<file path="src/rtl/voice_allocator_if.sv">
// Request/assignment bundle between the MIDI decoder, the voice allocator and the voice array.
// The master side issues note requests and envelope status; the slave side is the allocator.
interface voice_allocator_if #(
    parameter int NUM_VOICES = 32,
    parameter int V_WIDTH    = 5,
    parameter int NOTE_WIDTH = 7,
    parameter int VEL_WIDTH  = 7
);
    logic                  req_valid;
    logic                  req_on;
    logic [NOTE_WIDTH-1:0] req_note;
    logic [VEL_WIDTH-1:0]  req_vel;
    logic                  ready;
    logic                  sustain;
    logic [NUM_VOICES-1:0] env_idle;
    logic                  assign_valid;
    logic [V_WIDTH-1:0]    assign_voice;
    logic [NOTE_WIDTH-1:0] assign_note;
    logic [VEL_WIDTH-1:0]  assign_vel;
    logic                  assign_steal;
    logic                  assign_retrig;
    logic                  assign_drop;
    logic [NUM_VOICES-1:0] keys_on;
    logic [NUM_VOICES-1:0] voice_free;
    logic [V_WIDTH:0]      active_keys;

    modport master (
        output req_valid, req_on, req_note, req_vel, sustain, env_idle,
        input  ready, assign_valid, assign_voice, assign_note, assign_vel,
               assign_steal, assign_retrig, assign_drop, keys_on, voice_free, active_keys
    );

    modport slave (
        input  req_valid, req_on, req_note, req_vel, sustain, env_idle,
        output ready, assign_valid, assign_voice, assign_note, assign_vel,
               assign_steal, assign_retrig, assign_drop, keys_on, voice_free, active_keys
    );
endinterface

</file>
<file path="src/rtl/voice_allocator.sv">
// Polyphonic voice allocator: maps note-on/off requests onto NUM_VOICES voices with
// oldest-first stealing, sustain pedal handling and per-voice status for the synth core.
module voice_allocator #(
    parameter int NUM_VOICES = 32,
    parameter int V_WIDTH    = 5,
    parameter int NOTE_WIDTH = 7,
    parameter int VEL_WIDTH  = 7,
    parameter bit STEAL_MODE = 1'b1
) (
    input  logic             reg_clk,
    input  logic             reset_reg_n,
    voice_allocator_if.slave bus
);

    typedef enum logic [1:0] {V_FREE, V_HELD, V_SUSTAINED, V_RELEASING} voiceState_e;
    typedef enum logic [1:0] {S_IDLE, S_SEARCH, S_COMMIT} fsmState_e;
    typedef enum logic [1:0] {K_RETRIG, K_FREE, K_STEAL, K_DROP} targetKind_e;

    localparam logic [V_WIDTH-1:0] AGE_MAX = V_WIDTH'(NUM_VOICES - 1);

    fsmState_e             fsm_q, fsm_d;
    logic                  reqOn_q, reqOn_d;
    logic [NOTE_WIDTH-1:0] reqNote_q, reqNote_d;
    logic [VEL_WIDTH-1:0]  reqVel_q, reqVel_d;
    logic [V_WIDTH-1:0]    target_q, target_d;
    targetKind_e           kind_q, kind_d;
    logic                  sustain_q;

    voiceState_e           voiceState_q [NUM_VOICES];
    voiceState_e           voiceState_d [NUM_VOICES];
    logic [NOTE_WIDTH-1:0] voiceNote_q  [NUM_VOICES];
    logic [NOTE_WIDTH-1:0] voiceNote_d  [NUM_VOICES];
    logic [V_WIDTH-1:0]    voiceAge_q   [NUM_VOICES];
    logic [V_WIDTH-1:0]    voiceAge_d   [NUM_VOICES];

    logic                  assignValid_q, assignValid_d;
    logic [V_WIDTH-1:0]    assignVoice_q, assignVoice_d;
    logic [NOTE_WIDTH-1:0] assignNote_q, assignNote_d;
    logic [VEL_WIDTH-1:0]  assignVel_q, assignVel_d;
    logic                  assignSteal_q, assignSteal_d;
    logic                  assignRetrig_q, assignRetrig_d;
    logic                  assignDrop_q, assignDrop_d;
    logic [V_WIDTH:0]      activeKeys_q, activeKeys_d;

    logic                  matchFound, freeFound, relFound, keyFound;
    logic [V_WIDTH-1:0]    matchIdx, freeIdx, relIdx, keyIdx;
    logic [V_WIDTH-1:0]    relAge, keyAge;
    logic [V_WIDTH-1:0]    searchIdx;
    targetKind_e           searchKind;

    logic                  inCommit, commitOn, commitOff, commitDrop, sustainFall;
    logic [NUM_VOICES-1:0] keysOn, voiceFree;

    assign inCommit    = (fsm_q == S_COMMIT);
    assign commitOn    = inCommit && reqOn_q && (kind_q != K_DROP);
    assign commitDrop  = inCommit && reqOn_q && (kind_q == K_DROP);
    assign commitOff   = inCommit && !reqOn_q;
    assign sustainFall = sustain_q && !bus.sustain;

    always_ff @(posedge reg_clk) begin
        if (!reset_reg_n) begin
            fsm_q     <= S_IDLE;
            reqOn_q   <= 1'b0;
            reqNote_q <= '0;
            reqVel_q  <= '0;
            target_q  <= '0;
            kind_q    <= K_DROP;
            sustain_q <= 1'b0;
        end else begin
            fsm_q     <= fsm_d;
            reqOn_q   <= reqOn_d;
            reqNote_q <= reqNote_d;
            reqVel_q  <= reqVel_d;
            target_q  <= target_d;
            kind_q    <= kind_d;
            sustain_q <= bus.sustain;
        end
    end

    // A note-on with zero velocity is folded into a note-off at acceptance.
    always_comb begin
        fsm_d     = fsm_q;
        reqOn_d   = reqOn_q;
        reqNote_d = reqNote_q;
        reqVel_d  = reqVel_q;
        target_d  = target_q;
        kind_d    = kind_q;
        case (fsm_q)
            S_IDLE: begin
                if (bus.req_valid) begin
                    fsm_d     = S_SEARCH;
                    reqOn_d   = bus.req_on && (bus.req_vel != '0);
                    reqNote_d = bus.req_note;
                    reqVel_d  = bus.req_vel;
                end
            end
            S_SEARCH: begin
                fsm_d    = S_COMMIT;
                target_d = searchIdx;
                kind_d   = searchKind;
            end
            S_COMMIT: fsm_d = S_IDLE;
            default:  fsm_d = S_IDLE;
        endcase
    end

    // Strict greater-than keeps the lowest index on age ties.
    always_comb begin
        matchFound = 1'b0;
        matchIdx   = '0;
        freeFound  = 1'b0;
        freeIdx    = '0;
        relFound   = 1'b0;
        relIdx     = '0;
        relAge     = '0;
        keyFound   = 1'b0;
        keyIdx     = '0;
        keyAge     = '0;
        for (int v = 0; v < NUM_VOICES; v++) begin
            case (voiceState_q[v])
                V_FREE: begin
                    if (!freeFound) begin
                        freeFound = 1'b1;
                        freeIdx   = V_WIDTH'(v);
                    end
                end
                V_RELEASING: begin
                    if (!relFound || voiceAge_q[v] > relAge) begin
                        relFound = 1'b1;
                        relIdx   = V_WIDTH'(v);
                        relAge   = voiceAge_q[v];
                    end
                end
                default: begin
                    if (!matchFound && voiceNote_q[v] == reqNote_q) begin
                        matchFound = 1'b1;
                        matchIdx   = V_WIDTH'(v);
                    end
                    if (!keyFound || voiceAge_q[v] > keyAge) begin
                        keyFound = 1'b1;
                        keyIdx   = V_WIDTH'(v);
                        keyAge   = voiceAge_q[v];
                    end
                end
            endcase
        end
    end

    always_comb begin
        searchIdx  = '0;
        searchKind = K_DROP;
        if (matchFound) begin
            searchIdx  = matchIdx;
            searchKind = K_RETRIG;
        end else if (freeFound) begin
            searchIdx  = freeIdx;
            searchKind = K_FREE;
        end else if (STEAL_MODE && relFound) begin
            searchIdx  = relIdx;
            searchKind = K_STEAL;
        end else if (STEAL_MODE && keyFound) begin
            searchIdx  = keyIdx;
            searchKind = K_STEAL;
        end
    end

    // Committing a note-on to a voice wins over any release event on that voice in the same cycle.
    always_comb begin
        activeKeys_d = '0;
        for (int v = 0; v < NUM_VOICES; v++) begin
            voiceState_d[v] = voiceState_q[v];
            voiceNote_d[v]  = voiceNote_q[v];
            voiceAge_d[v]   = voiceAge_q[v];
            case (voiceState_q[v])
                V_HELD: begin
                    if (commitOff && voiceNote_q[v] == reqNote_q) begin
                        voiceState_d[v] = bus.sustain ? V_SUSTAINED : V_RELEASING;
                    end
                end
                V_SUSTAINED: begin
                    if (sustainFall) voiceState_d[v] = V_RELEASING;
                end
                V_RELEASING: begin
                    if (bus.env_idle[v]) voiceState_d[v] = V_FREE;
                end
                default: ;
            endcase
            if (commitOn) begin
                if (V_WIDTH'(v) == target_q) begin
                    voiceState_d[v] = V_HELD;
                    voiceNote_d[v]  = reqNote_q;
                    voiceAge_d[v]   = '0;
                end else if (voiceState_q[v] != V_FREE && voiceAge_q[v] != AGE_MAX) begin
                    voiceAge_d[v] = voiceAge_q[v] + V_WIDTH'(1);
                end
            end
            if (voiceState_d[v] == V_HELD || voiceState_d[v] == V_SUSTAINED) begin
                activeKeys_d = activeKeys_d + (V_WIDTH + 1)'(1);
            end
        end
    end

    always_ff @(posedge reg_clk) begin
        if (!reset_reg_n) begin
            for (int v = 0; v < NUM_VOICES; v++) begin
                voiceState_q[v] <= V_FREE;
                voiceNote_q[v]  <= '0;
                voiceAge_q[v]   <= '0;
            end
            activeKeys_q <= '0;
        end else begin
            voiceState_q <= voiceState_d;
            voiceNote_q  <= voiceNote_d;
            voiceAge_q   <= voiceAge_d;
            activeKeys_q <= activeKeys_d;
        end
    end

    always_comb begin
        assignValid_d  = commitOn;
        assignDrop_d   = commitDrop;
        assignSteal_d  = commitOn && (kind_q == K_STEAL);
        assignRetrig_d = commitOn && (kind_q == K_RETRIG);
        assignVoice_d  = assignVoice_q;
        assignNote_d   = assignNote_q;
        assignVel_d    = assignVel_q;
        if (commitOn) begin
            assignVoice_d = target_q;
            assignNote_d  = reqNote_q;
            assignVel_d   = reqVel_q;
        end
    end

    always_ff @(posedge reg_clk) begin
        if (!reset_reg_n) begin
            assignValid_q  <= 1'b0;
            assignVoice_q  <= '0;
            assignNote_q   <= '0;
            assignVel_q    <= '0;
            assignSteal_q  <= 1'b0;
            assignRetrig_q <= 1'b0;
            assignDrop_q   <= 1'b0;
        end else begin
            assignValid_q  <= assignValid_d;
            assignVoice_q  <= assignVoice_d;
            assignNote_q   <= assignNote_d;
            assignVel_q    <= assignVel_d;
            assignSteal_q  <= assignSteal_d;
            assignRetrig_q <= assignRetrig_d;
            assignDrop_q   <= assignDrop_d;
        end
    end

    always_comb begin
        keysOn    = '0;
        voiceFree = '0;
        for (int v = 0; v < NUM_VOICES; v++) begin
            keysOn[v]    = (voiceState_q[v] == V_HELD) || (voiceState_q[v] == V_SUSTAINED);
            voiceFree[v] = (voiceState_q[v] == V_FREE);
        end
    end

    assign bus.ready         = (fsm_q == S_IDLE);
    assign bus.assign_valid  = assignValid_q;
    assign bus.assign_voice  = assignVoice_q;
    assign bus.assign_note   = assignNote_q;
    assign bus.assign_vel    = assignVel_q;
    assign bus.assign_steal  = assignSteal_q;
    assign bus.assign_retrig = assignRetrig_q;
    assign bus.assign_drop   = assignDrop_q;
    assign bus.keys_on       = keysOn;
    assign bus.voice_free    = voiceFree;
    assign bus.active_keys   = activeKeys_q;

endmodule
</file>
<file path="src/flat_wrapper.sv">
// flat-port wrapper written by rule: the top's interface ports become plain ports
module voice_allocator_flat 
#(
    parameter int NUM_VOICES = 32,
    parameter int V_WIDTH    = 5,
    parameter int NOTE_WIDTH = 7,
    parameter int VEL_WIDTH  = 7,
    parameter bit STEAL_MODE = 1'b1
)
  (reg_clk, reset_reg_n, bus_req_valid, bus_req_on, bus_req_note, bus_req_vel, bus_sustain, bus_env_idle, bus_ready, bus_assign_valid, bus_assign_voice, bus_assign_note, bus_assign_vel, bus_assign_steal, bus_assign_retrig, bus_assign_drop, bus_keys_on, bus_voice_free, bus_active_keys);
  voice_allocator_if #(.NUM_VOICES(NUM_VOICES), .V_WIDTH(V_WIDTH), .NOTE_WIDTH(NOTE_WIDTH), .VEL_WIDTH(VEL_WIDTH)) bus_i ();
  input  logic reg_clk;
  input  logic reset_reg_n;
  input wire logic [$bits(bus_i.req_valid)-1:0] bus_req_valid;
  input wire logic [$bits(bus_i.req_on)-1:0] bus_req_on;
  input wire logic [$bits(bus_i.req_note)-1:0] bus_req_note;
  input wire logic [$bits(bus_i.req_vel)-1:0] bus_req_vel;
  input wire logic [$bits(bus_i.sustain)-1:0] bus_sustain;
  input wire logic [$bits(bus_i.env_idle)-1:0] bus_env_idle;
  output wire logic [$bits(bus_i.ready)-1:0] bus_ready;
  output wire logic [$bits(bus_i.assign_valid)-1:0] bus_assign_valid;
  output wire logic [$bits(bus_i.assign_voice)-1:0] bus_assign_voice;
  output wire logic [$bits(bus_i.assign_note)-1:0] bus_assign_note;
  output wire logic [$bits(bus_i.assign_vel)-1:0] bus_assign_vel;
  output wire logic [$bits(bus_i.assign_steal)-1:0] bus_assign_steal;
  output wire logic [$bits(bus_i.assign_retrig)-1:0] bus_assign_retrig;
  output wire logic [$bits(bus_i.assign_drop)-1:0] bus_assign_drop;
  output wire logic [$bits(bus_i.keys_on)-1:0] bus_keys_on;
  output wire logic [$bits(bus_i.voice_free)-1:0] bus_voice_free;
  output wire logic [$bits(bus_i.active_keys)-1:0] bus_active_keys;
  assign bus_i.req_valid = bus_req_valid;
  assign bus_i.req_on = bus_req_on;
  assign bus_i.req_note = bus_req_note;
  assign bus_i.req_vel = bus_req_vel;
  assign bus_i.sustain = bus_sustain;
  assign bus_i.env_idle = bus_env_idle;
  assign bus_ready = bus_i.ready;
  assign bus_assign_valid = bus_i.assign_valid;
  assign bus_assign_voice = bus_i.assign_voice;
  assign bus_assign_note = bus_i.assign_note;
  assign bus_assign_vel = bus_i.assign_vel;
  assign bus_assign_steal = bus_i.assign_steal;
  assign bus_assign_retrig = bus_i.assign_retrig;
  assign bus_assign_drop = bus_i.assign_drop;
  assign bus_keys_on = bus_i.keys_on;
  assign bus_voice_free = bus_i.voice_free;
  assign bus_active_keys = bus_i.active_keys;
  voice_allocator #(.NUM_VOICES(NUM_VOICES), .V_WIDTH(V_WIDTH), .NOTE_WIDTH(NOTE_WIDTH), .VEL_WIDTH(VEL_WIDTH), .STEAL_MODE(STEAL_MODE)) u_core (.reg_clk(reg_clk), .reset_reg_n(reset_reg_n), .bus(bus_i));
endmodule
</file>
<file path="config.mk">
export PLATFORM = sky130hd
export DESIGN_NAME = voice_allocator_flat
export DESIGN_NICKNAME = d
export VERILOG_FILES = /design/src/rtl/voice_allocator_if.sv /design/src/rtl/voice_allocator.sv /design/src/flat_wrapper.sv
export SDC_FILE = /design/constraint.sdc
export NUM_CORES = 2
export LEC_CHECK = 0
export ABC_CLOCK_PERIOD_IN_PS = 64800
export BUFFER_PORTS_ARGS = -buffer_cell sky130_fd_sc_hd__buf_2
export CAP_MARGIN = 20
export CORE_MARGIN = 2
export CORE_UTILIZATION = 40
export CTS_CLUSTER_DIAMETER = 60
export DETAILED_ROUTE_END_ITERATION = 10
export GPL_TIMING_DRIVEN = 0
export SLEW_MARGIN = 20
export SYNTH_ARGS = -nofsm -noshare
export SYNTH_HDL_FRONTEND = slang
export SYNTH_SLANG_ARGS = --single-unit
</file>
<file path="constraint.sdc">
create_clock -name reg_clk -period 64.8 [get_ports reg_clk]
set_input_delay 6.48 -clock reg_clk [delete_from_list [all_inputs] [get_ports reg_clk]]
set_output_delay 6.48 -clock reg_clk [all_outputs]
set_load 0.01 [all_outputs]
</file>
* Word level (Yosys, flattened, before mapping)
Index checks and enable logic that the tools add are counted.
** Word-level totals
- Bits in registers :: 502
- Bits in latches :: 0
- Bits in writable memories :: 0
- Memory bits (read-only) :: 0
- Logic and storage cells :: 1908
- Memories kept :: 0
** Cells by class
- Add/sub/neg operators :: 63
- Multipliers :: 0
- Div/mod/pow operators :: 0
- Order comparisons :: 62
- Equality and inequality tests :: 261
- Shift operators :: 0
- Multiplexer cells :: 891
- Bitwise gates (word level) :: 0
- Reductions and logical operators :: 520
** Operators by type and width (count)
- 5-bit two-way mux :: 434
- 2-bit two-way mux :: 164
- 5-bit > comparator :: 62
- 1-bit two-way mux :: 229
- 7-bit == test :: 32
- 2-bit == test, second input constant :: 99
- 2-bit case mux with 3 select lines :: 32
- 6-bit two-way mux :: 31
- 6-bit by 1-bit adder with 6-bit output, second input constant :: 30
- 5-bit by 1-bit adder with 5-bit output, second input constant :: 32
- 5-bit != test, second input constant :: 32
- 2-bit by 1-bit == test with 1-bit output, second input constant :: 65
- 2-bit AND reduction :: 65
- 2-bit nonzero test :: 64
- 1-bit logical OR :: 126
- 1-bit logical AND :: 103
- 1-bit zero test :: 94
- 5-bit == test, first input constant :: 16
- 2-bit zero test :: 34
- 2-bit OR reduction :: 32
- 4-bit by 5-bit == test with 1-bit output, first input constant :: 8
- 3-bit by 5-bit == test with 1-bit output, first input constant :: 4
- 2-bit by 5-bit == test with 1-bit output, first input constant :: 2
- 7-bit nonzero test :: 1
- other kinds (5) :: 6

* Logic depth before layout (Yosys ltp)
- Depth in word-level cells :: 131
- Gate-level depth with buffers :: 338
- Depth with buffers taken out :: 326

* Least setup slack after synthesis
OpenSTA, ideal clock, no wires.
- Path type :: register to register
- Start point :: reg u_core.voiceState_q[62] (netlist name)
- End point :: reg u_core.target_q[3]
- Library setup time :: 0.125 ns
- Arrival time :: 50.238 ns
- Slack :: 14.437 ns
- Stages on the path, launching flop included :: 327
- Buffers on the path :: 14
- Clock period less this slack :: 50.363 ns
- Cells stage by stage :: dfxtp_1 ha_1 clkbuf_1 nand2_1 ha_1 nor2b_1 o21a_1 o21ai_0 nand2b_1 a21oi_1 o21ai_0 nand2_1 clkbuf_1 nand3_1 o21ai_0 inv_1 ha_1 nor2b_1 [291 not listed] o21ai_0 clkbuf_1 o21ai_0 ha_1 nor2b_1 o21a_1 o21ai_0 nand2b_1 a21oi_1 o21ai_0 a21oi_1 nand4_1 nor3_1 nand2_1 a21oi_1 o21ai_0 nand2_1 o41ai_1
** On the way
- Word-level cells in the longest chain between the ends :: 131
- Elaborated cells between the ends (all ways) :: 837
- Classes of those cells :: order compare (62); eq/ne (1); mux (587); reduce/logical (187)
** Ends and longest elaborated chain
- start: declaration :: RTL line voice_allocator.sv:29 : voiceState_e voiceState_q [NUM_VOICES];
- start signal: assignment :: RTL line voice_allocator.sv:212 : voiceState_q <= voiceState_d;
- 2-bit == test / 2-bit zero test (equally long branches) :: RTL line voice_allocator.sv:120 : case (voiceState_q[v])
- 2-bit OR reduction (no source line)
- 5-bit two-way mux :: RTL line voice_allocator.sv:120
- 5-bit > comparator :: RTL line voice_allocator.sv:139 : if (!keyFound || voiceAge_q[v] > keyAge) begin
- 1-bit logical OR :: RTL line voice_allocator.sv:139
- 5-bit two-way mux / 1-bit two-way mux (equally long branches) :: RTL line voice_allocator.sv:139
- 5-bit two-way mux / 1-bit two-way mux (equally long branches) :: RTL line voice_allocator.sv:120
- 5-bit > comparator / 1-bit zero test (equally long branches) :: RTL line voice_allocator.sv:139
- [115 not listed]
- 5-bit > comparator / 1-bit zero test (equally long branches) :: RTL line voice_allocator.sv:139
- 1-bit logical OR :: RTL line voice_allocator.sv:139
- 5-bit two-way mux / 1-bit two-way mux (equally long branches) :: RTL line voice_allocator.sv:139
- 5-bit two-way mux / 1-bit two-way mux (equally long branches) :: RTL line voice_allocator.sv:120
- 5-bit two-way mux :: RTL line voice_allocator.sv:161 : end else if (STEAL_MODE && keyFound) begin
- 5-bit two-way mux :: RTL line voice_allocator.sv:158 : end else if (STEAL_MODE && relFound) begin
- 5-bit two-way mux :: RTL line voice_allocator.sv:155 : end else if (freeFound) begin
- 5-bit two-way mux * :: RTL line voice_allocator.sv:152 : if (matchFound) begin
- end signal: assignment :: RTL line voice_allocator.sv:74 : target_q <= target_d;
- end: declaration :: RTL line voice_allocator.sv:25 : logic [V_WIDTH-1:0] target_q, target_d;
Mark *: on every way between the ends. The rest lies on a longest branch, timed or not.
A chain may end at the register's enable or synchronous reset.

* Worst setup path in the final report
Ends and elaborated chain as after synthesis.

==> impl_metrics.tcl <==
set metrics [dict create \
    status "finished, final reports clean" \
    worstHoldStart "u_core.reqVel_q[3]" \
    setup_viol 0 \
    synth-edff-count 0 \
    postCtsHoldBufs 0 \
    cpLargestDelayFamily "compound AO/OA/AOI/OAI gates" \
    cpMostUsedCell "ha_1" \
    startpoint_type "register" \
    rr_worst_depth 262 \
    max_freq_mhz 16.8 \
    cp.depth 262 \
    synth_area_um2 44800 \
    clkTransAtPathRegs_ns 0.06 \
    drv_slew 0 \
    relSlewSlack_pct 14.6 \
    antenna_found_initial 4 \
    cap_violations 0 \
    grt_pass1_wl_um 250000 \
    drt-total-wl_um 166000 \
    numCtsBuffers 68 \
    crit_required_ns 65.30 \
    portBuffers 144 \
    rows 122 \
    dr.pass1.iters 6 \
    synth_adder_area_share_pct 13.7 \
    syn_avg_cell_area_um2 7.39 \
    crit_path_start "u_core.voiceState_q[62]" \
    ir_worst_vdd_uv 18.2 \
    via_count 45000 \
    post_cts_buffers 0 \
    synth_top_family_by_area "simple AND/OR/NAND/NOR gates" \
    die_h_um 339 \
    final_cell_mix "1049 x nand2_1, 599 x a21oi_1, 502 x dfxtp_1" \
    ctsResizeCount 0 \
    gp_congestion 0.959 \
    grt_usage_pct 27.7 \
    yosys.area_share.simple_pct 24.5 \
    insertion_delay_ns 0.64 \
    async_flop_share_pct 0 \
    holdWs_ns 0.449 \
    synth_compound_area_share_pct 20.8 \
    period_needed_ns 59.68 \
    vias_per_cell 5.75 \
    htree_levels 3 \
    final.setup_skew_ns 0.0302 \
    grt_max_degree 14 \
    coreArea_um2 111000 \
    synth_seq_area_share_pct 22.4 \
    synthMuxAreaShare_pct 4.82 \
    synth_ff_type "dfxtp_1" \
    synth-seq-cells 502 \
    cts_buffer_depth 3 \
    synth.distinct_cells 140 \
    finalNonFillerCells 7822 \
    layout_commonest_cell "nand2_1" \
    fin_util_pct 45.1 \
    start_util_pct 40.4 \
    nets 6818 \
    crit_fanout 10 \
    synth_xor_area_share_pct 8.36 \
    min_path_type "reg2reg" \
    worst_path_max_delay_cell "a2111oi_0" \
    die_w_um 339 \
    crit_path_end_kind "register" \
    tightest_slew_ns 1.28 \
    drcViolationCount 0 \
    worst_path_largest_cell_delay_ns 0.63 \
    syn_inst 6063 \
    critPathKind "reg2reg" \
    ant_nets 0 \
    drive_above_1_share_pct 9.24 \
    grt_pass1_vias 41700 \
    worst-path-buf-inv 24 \
    cts_root_buffer "clkbuf_16" \
    dp_cells 7698 \
    area_growth_pct 11.5 \
    reg2reg_to "u_core.target_q[3]" \
    timing_hold_violations_final 0 \
    leakage_nw 20.3 \
    wl_per_cell_um 21.2 \
    cts_tree "done" \
    pin_count 145 \
    min_period_over_period_pct 92.1 \
    reg2reg_setup_slack_ns 5.12 \
    worstReg2RegStart "u_core.voiceState_q[62]" \
    syn_nets 6601 \
    grt_overflow 0 \
    yosys_warnings 0 \
    dieArea_um2 115000 \
    endpoint "u_core.target_q[3]" \
    cp_data_arrival_time_ns 60.19 \
    dpl.hpwl_um 129000 \
    cts.sinks 502 \
    rsz0062_at_grt "no" \
    tns_ns 0 \
    drt_iter0_drc 4086 \
    powerDensity_nw_per_um2 15.4 \
]
==> tightest hold or removal path, cell delays in order, from the launching register on <==
cell and delay (ns):
dfxtp_1 0.31, nand2_1 0.05, a21oi_1 0.05
==> cells by family after synthesis <==
kind of cell    after synthesis
flops                       502
xor+xnor                    427
mux                         201
fa+ha+maj                   491
compound gates             1445
simple gates               2392
buf+inv                     605
==> how the worst min path moves through the flow <==
stage	endpoint	cells past startpoint
global route	u_core.bus.assign_vel[2]	2
global placement	u_core.bus.assign_vel[3]	2
floorplan	u_core.bus.assign_vel[0]	2
CTS	u_core.bus.assign_vel[3]	2
finish	u_core.bus.assign_vel[3]	2
detailed placement	u_core.bus.assign_note[3]	2
==> cell usage after synthesis (22+ instances only) <==
master / count / area [um2]
and2_1: 37 / 231
mux2i_1: 96 / 961
buf_1: 29 / 109
nor2_1: 479 / 1800
and3_1: 93 / 582
a211oi_1: 22 / 165
xor2_1: 164 / 1440
a21oi_1: 599 / 3000
inv_1: 354 / 1330
o21ai_1: 28 / 140
o31ai_1: 27 / 203
a31oi_1: 68 / 425
or3_1: 30 / 188
mux2_2: 97 / 1090
a311oi_1: 25 / 219
ha_1: 487 / 6090
or2_2: 30 / 188
dfxtp_1: 502 / 10000
nand2b_1: 68 / 425
nor2b_1: 66 / 413
o21a_1: 56 / 420
a22oi_1: 26 / 195
nand3_1: 138 / 691
nor3_1: 147 / 736
clkbuf_1: 176 / 661
nand2_1: 1049 / 3940
nand4_1: 99 / 619
a21o_1: 34 / 255
xnor2_1: 262 / 2290
nor4_1: 66 / 413
o21ai_0: 270 / 1350
==> flip-flops by register name, indices dropped and copies added (netlist names) <==
signal,flops
u_core.reqNote_q,7
u_core.bus.active_keys,6
u_core.bus.assign_vel,7
u_core.bus.assign_valid,1
u_core.reqVel_q,7
u_core.bus.assign_note,7
u_core.kind_q,2
u_core.target_q,5
u_core.reqOn_q,1
u_core.bus.assign_drop,1
u_core.bus.assign_retrig,1
u_core.fsm_q,2
u_core.bus.assign_steal,1
u_core.bus.assign_voice,5
u_core.voiceState_q,64
u_core.voiceNote_q,224
u_core.voiceAge_q,160
u_core.sustain_q,1
==> routing by layer <==
metal	GRT usage [%]	wire, um	part of all wire [%]	vias up
met4	9.87	6090	3.7	4
met2	45.2	74900	45	1600
met3	4.90	12900	7.8	319
li1	-	-	-	21800
met1	36.5	72100	43	21300
met5	0.333	64	0.039	-
==> report_power, final <==
part	switching [mW]	internal, mW
logic	0.0395	0.0118
clock network	0.161	0.247
registers	0.00100	0.309
==> stage by stage <==
| step | setup WS [ns] | area (um2) | power [mW] |
|---|---|---|---|
| global route | 0.177 | 49900 | 0.788 |
| floorplan | 14.44 | 44800 | 0.343 |
| CTS | 5.11 | 49900 | 0.772 |
| finish | 5.12 | 50000 | 0.770 |
| detailed placement | 5.36 | 47500 | 0.367 |
| global placement | 6.13 | 47400 | 0.366 |
==> layout make-up <==
type / count / area (um2)
diodes: 2 / 5.00
plain buffers: 250 / 1130
clock buffers: 86 / 1920
clock inverters: 36 / 472
fillers: 11400 / 60900
inverters: 355 / 1330
multi-input cells: 4956 / 32400
flip-flops and latches: 502 / 10000
well taps: 1488 / 1860
repair buffers: 147 / 749
Note: power is estimated with default switching activity, not from simulation.
